**src/rtl/audio_src_arbiter_pkg.sv**
```systemverilog
// Shared types and helpers for the speaker source arbiter.
package audio_pkg;

    typedef enum logic [1:0] {
        IDLE = 2'd0,
        PLAY = 2'd1,
        GAP  = 2'd2
    } state_t;

    localparam logic [15:0] AMP_DEFAULT     = 16'h2000;
    localparam int          GAP_CYC_DEFAULT = 16;

    // Widest request vector the priority helper handles; callers cast down.
    localparam int          MAX_REQ         = 32;

    // Isolates the lowest set bit, so index 0 always wins.
    function automatic logic [MAX_REQ-1:0] prio_pick(input logic [MAX_REQ-1:0] r);
        return r & (~r + {{(MAX_REQ-1){1'b0}}, 1'b1});
    endfunction

endpackage

```
**src/rtl/audio_src_arbiter_square_wave_gen.sv**
```systemverilog
// Square-wave synthesizer: half-period counter, phase bit and divider reload.
// The sample port is the value the wave holds after the coming clock edge,
// so the owner can register it in step with its own grant.
module square_wave_gen
    import audio_pkg::*;
#(
    parameter int          DIV_W = 22,
    parameter logic [15:0] AMP   = AMP_DEFAULT
) (
    input  logic             clk,
    input  logic             rst_n,
    input  logic             start,
    input  logic [DIV_W-1:0] div,
    output logic [15:0]      sample
);

    localparam logic [15:0] NEG_AMP = ~AMP + 16'd1;

    logic [DIV_W-1:0] cnt_q, cnt_d;
    logic [DIV_W-1:0] div_q, div_d;
    logic             phase_q, phase_d;

    // Next-state for counter, phase and latched divider; a zero divider
    // parks the counter and keeps sampling the input so a new value is seen.
    always_comb begin
        cnt_d   = cnt_q;
        div_d   = div_q;
        phase_d = phase_q;
        if (start) begin
            cnt_d   = '0;
            phase_d = 1'b1;
            div_d   = div;
        end else if (div_q == '0) begin
            cnt_d = '0;
            div_d = div;
        end else if (cnt_q == div_q - DIV_W'(1)) begin
            cnt_d   = '0;
            phase_d = ~phase_q;
            div_d   = div;
        end else begin
            cnt_d = cnt_q + DIV_W'(1);
        end
    end

    // Lookahead sample: silent for a zero divider, otherwise +/- amplitude.
    always_comb begin
        sample = '0;
        if (div_d != '0) begin
            sample = phase_d ? AMP : NEG_AMP;
        end
    end

    // Wave state registers.
    always_ff @(posedge clk or negedge rst_n) begin
        if (!rst_n) begin
            cnt_q   <= '0;
            div_q   <= '0;
            phase_q <= 1'b0;
        end else begin
            cnt_q   <= cnt_d;
            div_q   <= div_d;
            phase_q <= phase_d;
        end
    end

endmodule

```
**src/rtl/audio_src_arbiter.sv**
```systemverilog
// Fixed-priority owner of the speaker serializer with a silent gap between
// owners. Index 0 is the highest priority requester.
module audio_src_arbiter
    import audio_pkg::*;
#(
    parameter int          N_REQ   = 3,
    parameter int          DIV_W   = 22,
    parameter logic [15:0] AMP     = AMP_DEFAULT,
    parameter int          GAP_CYC = GAP_CYC_DEFAULT
) (
    input  logic                   clk,
    input  logic                   rst_n,
    input  logic [N_REQ-1:0]       req,
    input  logic [N_REQ*DIV_W-1:0] note_div,
    input  logic                   mute,
    output logic [N_REQ-1:0]       gnt,
    output logic                   busy,
    output logic [15:0]            audio_left,
    output logic [15:0]            audio_right
);

    localparam int GW = (GAP_CYC > 1) ? $clog2(GAP_CYC) : 1;

    state_t           state_q;
    logic [N_REQ-1:0] gnt_q, gnt_d;
    logic [GW-1:0]    gap_q;
    logic [15:0]      audio_q, audio_d;

    logic [N_REQ-1:0] pick;
    logic             gap_last;
    logic             start;
    logic             leave;
    logic             play_d;
    logic [DIV_W-1:0] div_sel;
    logic [15:0]      wave_sample;

    assign pick     = N_REQ'(prio_pick(MAX_REQ'(req)));
    assign gap_last = (gap_q == GW'(GAP_CYC - 1));

    // Decode grant/leave events; gnt_q minus one masks the higher-priority
    // indices, so an owner drop and a pre-emption collapse into one leave.
    always_comb begin
        start  = (|req) && ((state_q == IDLE) || ((state_q == GAP) && gap_last));
        leave  = (state_q == PLAY) &&
                 (((req & gnt_q) == '0) || ((req & (gnt_q - N_REQ'(1))) != '0));
        play_d = start || ((state_q == PLAY) && !leave);
        gnt_d  = '0;
        if (start) begin
            gnt_d = pick;
        end else if (play_d) begin
            gnt_d = gnt_q;
        end
    end

    // Divider of the owner as it will be after this edge, so a new grant
    // loads its own half-period.
    always_comb begin
        div_sel = '0;
        for (int i = 0; i < N_REQ; i++) begin
            if (gnt_d[i]) begin
                div_sel = div_sel | note_div[i*DIV_W +: DIV_W];
            end
        end
    end

    square_wave_gen #(
        .DIV_W (DIV_W),
        .AMP   (AMP)
    ) u_wave (
        .clk    (clk),
        .rst_n  (rst_n),
        .start  (start),
        .div    (div_sel),
        .sample (wave_sample)
    );

    assign audio_d = (play_d && !mute) ? wave_sample : 16'd0;

    // Arbiter FSM with gap counter and registered grant and sample.
    always_ff @(posedge clk or negedge rst_n) begin
        if (!rst_n) begin
            state_q <= IDLE;
            gnt_q   <= '0;
            gap_q   <= '0;
            audio_q <= '0;
        end else begin
            gnt_q   <= gnt_d;
            audio_q <= audio_d;
            case (state_q)
                IDLE: begin
                    if (start) state_q <= PLAY;
                end
                PLAY: begin
                    if (leave) begin
                        state_q <= GAP;
                        gap_q   <= '0;
                    end
                end
                GAP: begin
                    if (gap_last) begin
                        state_q <= start ? PLAY : IDLE;
                    end else begin
                        gap_q <= gap_q + GW'(1);
                    end
                end
                default: state_q <= IDLE;
            endcase
        end
    end

    assign gnt         = gnt_q;
    assign busy        = (state_q != IDLE);
    assign audio_left  = audio_q;
    assign audio_right = audio_q;

endmodule

```
**config.mk**
```make
export PLATFORM = sky130hd
export DESIGN_NAME = audio_src_arbiter
export DESIGN_NICKNAME = d
export VERILOG_FILES = /design/src/rtl/audio_src_arbiter_pkg.sv /design/src/rtl/audio_src_arbiter_square_wave_gen.sv /design/src/rtl/audio_src_arbiter.sv
export SDC_FILE = /design/constraint.sdc
export NUM_CORES = 1
export LEC_CHECK = 0
export ABC_AREA = 1
export ABC_CLOCK_PERIOD_IN_PS = 2700
export CORE_AREA = 3 3 106 83
export CTS_CLUSTER_SIZE = 20
export DETAILED_ROUTE_END_ITERATION = 8
export DIE_AREA = 0 0 109 86
export DONT_BUFFER_PORTS = 1
export GPL_TIMING_DRIVEN = 0
export PLACE_DENSITY = 0.71
export SETUP_SLACK_MARGIN = 0.05
export SYNTH_ARGS = -nofsm -noshare
export SYNTH_HDL_FRONTEND = slang
export SYNTH_SLANG_ARGS = --single-unit
```
**constraint.sdc**
```tcl
create_clock -name clk -period 2.7 [get_ports clk]
set_clock_uncertainty 0.2 [all_clocks]
set_input_delay 0.54 -clock clk [delete_from_list [all_inputs] [get_ports clk]]
set_output_delay 0.54 -clock clk [all_outputs]
set_load 0.01 [all_outputs]
```
==> summary.md <==
| Metric | Value |
|---|---|
| # DRC | 0 |
| Peak supply drop | 0.761 mV |
| Hold path cells | 3 |
| Achievable clock frequency | 322 MHz |
| Critical Path RT | 2.73 ns |
| Worst setup SP type | register |
| GRT Total Usage | 0.250 |
| Layout cells sized above 1 | 0.238 |
| Max cap viols | 0 |
| FILL cells | 701 |
| Routed len/inst | 14.3 microns |
| WL final | 11800 microns |
| Initial drt markers | 289 |
| Power Density | 1050 nW/um^2 |
| Hold_ws | 0.204 ns |
| Buf/Inv on CP | 3 |
| Initial Util | 0.543 |
| DP HPWL | 8700 microns |
| Mapped Area | 4250 sq um |
| Gpl congestion | 0.934 |
| Layout Nets | 798 |
| Largest net degree at the start of global routing | 57 |
| Num CTS Buffers | 5 |
| Clk root buf | clkbuf_8 |
| Setup TNS | -2.43 ns |
| Worst Reg2Reg Path Length in Cells | 22 |
| TritonCTS clock tree | built |
| Clock Path Buffers | 2 |
| Most used cell, CP | nand2_2 |
| Vias post-DR | 4274 |
| Worst-path cell chain | nor2_2 > nand2_2 > nor2_4 > buf_6 > nand3_2 > nand2_1 > nand2_1 > nor2_2 > nand3_2 > nor2_4 > nand3_4 > nand2_8 > buf_6 > nand2_2 > nand2_2 > nand2_2 > nor2_4 > nand2_1 > nor2_1 > nand2_1 > nand2_2 > inv_1 |
| First-pass GRT wire length | 18700 microns |
| Final core utilization | 0.676 |
| Placed Area | 4470 sq um |
| PnR worst setup slack | -0.405 ns |
| Number of global-route vias before repair | 4038 |
| Most common cell after layout, fill and taps aside | nand2_1 |
| Port buffer count | 0 |
| Most frequent cells in the layout | 198 x nand2_1, 80 x inv_1, 61 x nand3_1, 55 x buf_4, 54 x dfrtp_1 |
| Status | complete, but fails checks |
| Core region area | 7810 sq um |
| Crit end category | register |
| Distinct cells, synth | 33 |
| Syn avg cell area | 6.47 sq um |
| Final Max Tran Viols | 0 |
| Total gr overflow | 0 |
| Min cycle time layout | 3.11 ns |
| Hold Crit Class | primary input to register |
| Mapped Cells | 656 |
| Critical Path AT | 3.13 ns |
| CTS sink count | 56 |
| Area grow syn2layout | 24.4% |
| Fin. Hold Viols | 0 |
| Levels on crit path | 22 |
| Antenna violations before repair | 0 |
| Post-synthesis sequential area ratio | 0.330 |
| Num rows | 28 |
| Critical setup path kind | register to register |
| Design area | 5280 sq um |
| Finish-stage setup viols | 25 |
| Area of the die | 9370 sq um |
| Pre-CTS setup slack | -0.627 ns |
| Num ports | 108 |
| Skew-Pair Late Insertion Delay | 0.32 ns |
| H-Tree Depth | 2 |
| Synthesis Warnings | 0 |
| Failing checks | negative setup slack |
| Critical-path top delay cell | dfrtp_2 |
| Fin crit share | 1.15 |
| Pleak | 0.00263 uW |
| RSZ-0062 raised after global routing | true |
| Die height | 86 microns |
| CP peak stage delay | 0.47 ns |
| Worst path top cell family by delay | simple AND/OR/NAND/NOR gates |
| CP Max Fanout | 6 |
| Number of vias per cell | 5.16 |
| Clock Pin Slew Worst Setup and Hold Paths | 0.11 ns |
| Number of diodes | 0 |
| ANT nets after route | 0 |
| 1st-pass router iterations | 5 |
| Synth Register Bits | 56 |
| Die W | 109 microns |
final timing paths:
kind                                               to                      start  slack, ns
setup / recovery             audio_left[13]$_DFF_PN0_  u_wave.div_q[2]$_DFF_PN0_      -0.41
hold / removal               audio_left[14]$_DFF_PN0_                       mute       0.20
setup reg to reg             audio_left[13]$_DFF_PN0_  u_wave.div_q[2]$_DFF_PN0_      -0.41
hold reg to reg                  gap_q[3]$_DFFE_PN0P_       gap_q[3]$_DFFE_PN0P_       0.28
max in group asynchronous   u_wave.div_q[7]$_DFF_PN0_                      rst_n       1.46
min in group asynchronous  u_wave.div_q[11]$_DFF_PN0_                      rst_n       0.59
layout make-up:
class | instances | area, sq um | area share
Multi-Input combinational cell | 499 | 2650 | 0.501
Sequential cell | 56 | 1400 | 0.266
Buffer | 42 | 344 | 0.0651
Timing Repair Buffer | 34 | 343 | 0.0649
Inverter | 84 | 318 | 0.0602
Tap cell | 105 | 131 | 0.0249
Clock buffer | 7 | 86.3 | 0.0163
Clock inverter | 1 | 7.51 | 0.00142
power breakdown:
| group | switching [uW] | leakage [uW] | total, uW | internal, uW |
|---|---|---|---|---|
| clock | 285 | 0.0000445 | 495 | 209 |
| sequential | 290 | 0.000738 | 1370 | 1080 |
| combinational | 2210 | 0.00185 | 3680 | 1470 |
| total | 2790 | 0.00263 | 5550 | 2760 |
worst reg2reg max path, stage by stage (launching register included):
cell	delay, ns
dfrtp_2	0.47
nor2_2	0.14
nand2_2	0.13
nor2_4	0.24
buf_6	0.15
nand3_2	0.06
nand2_1	0.07
nand2_1	0.06
nor2_2	0.14
nand3_2	0.12
nor2_4	0.12
nand3_4	0.15
nand2_8	0.13
buf_6	0.14
nand2_2	0.05
nand2_2	0.07
nand2_2	0.07
nor2_4	0.12
nand2_1	0.06
nor2_1	0.11
nand2_1	0.07
nand2_2	0.10
inv_1	0.04
registers in the layout, summed over array words and instances, names as in the netlist:
register        flops
u_wave.phase_q      1
gap_q               4
audio_left          2
u_wave.cnt_q       22
u_wave.div_q       22
gnt                 3
state_q             2
per-layer routing:
metal	up-vias	GRT usage	wire length [microns]
met2	162	0.395	5460
met4	0	0.0493	159
met3	18	0.0414	892
met5	-	0	0
met1	1978	0.362	5300
li1	2116	-	-
cells in the mapped netlist, drive strengths merged:
library cell / number / area share
a21oi: 17 / 0.020
buf: 35 / 0.063
clkbuf: 7 / 0.0062
clkinv: 1 / 0.00088
conb: 1 / 0.00088
dfrtp: 56 / 0.33
ha: 4 / 0.012
inv: 83 / 0.073
nand2: 218 / 0.20
nand3: 68 / 0.085
nand3b: 4 / 0.0071
nand4: 8 / 0.012
nor2: 91 / 0.090
nor3: 12 / 0.014
nor3b: 1 / 0.0018
nor4: 1 / 0.0015
o21ai: 16 / 0.019
o22ai: 4 / 0.0059
o2bb2ai: 2 / 0.0041
or2: 2 / 0.0029
xnor2: 5 / 0.010
xnor3: 1 / 0.0053
xor2: 19 / 0.039
cells by family after synthesis:
kind of cell               count (synthesis)  synth area share
and+or+nand+nor                          405             0.410
DFF                                       56             0.330
other                                      1          0.000883
adders and majority gates                  4            0.0118
xor gates and xnor gates                  25            0.0548
buffers and inverters                    126             0.144
AOI/OAI and AO/OA                         39            0.0489
through the flow:
step | std cells | total power, uW
finish | 828 | 5550
global route | 828 | 6040
CTS | 817 | 4830
detailed placement | 786 | 3940
global placement | 786 | 3870
floorplan | 681 | 3330
timing repair:
item | 4_1_cts | 5_1_grt
resized for setup | 34 | 96
setup endpoints to repair | 47 | 46
hold endpoints to repair | 56 | 0
pin swaps | 10 | 26
cloned | 1 | 2
hold buffers | 2 | 0
setup buffers | 20 | 9
(Power assumes the default switching activity.)
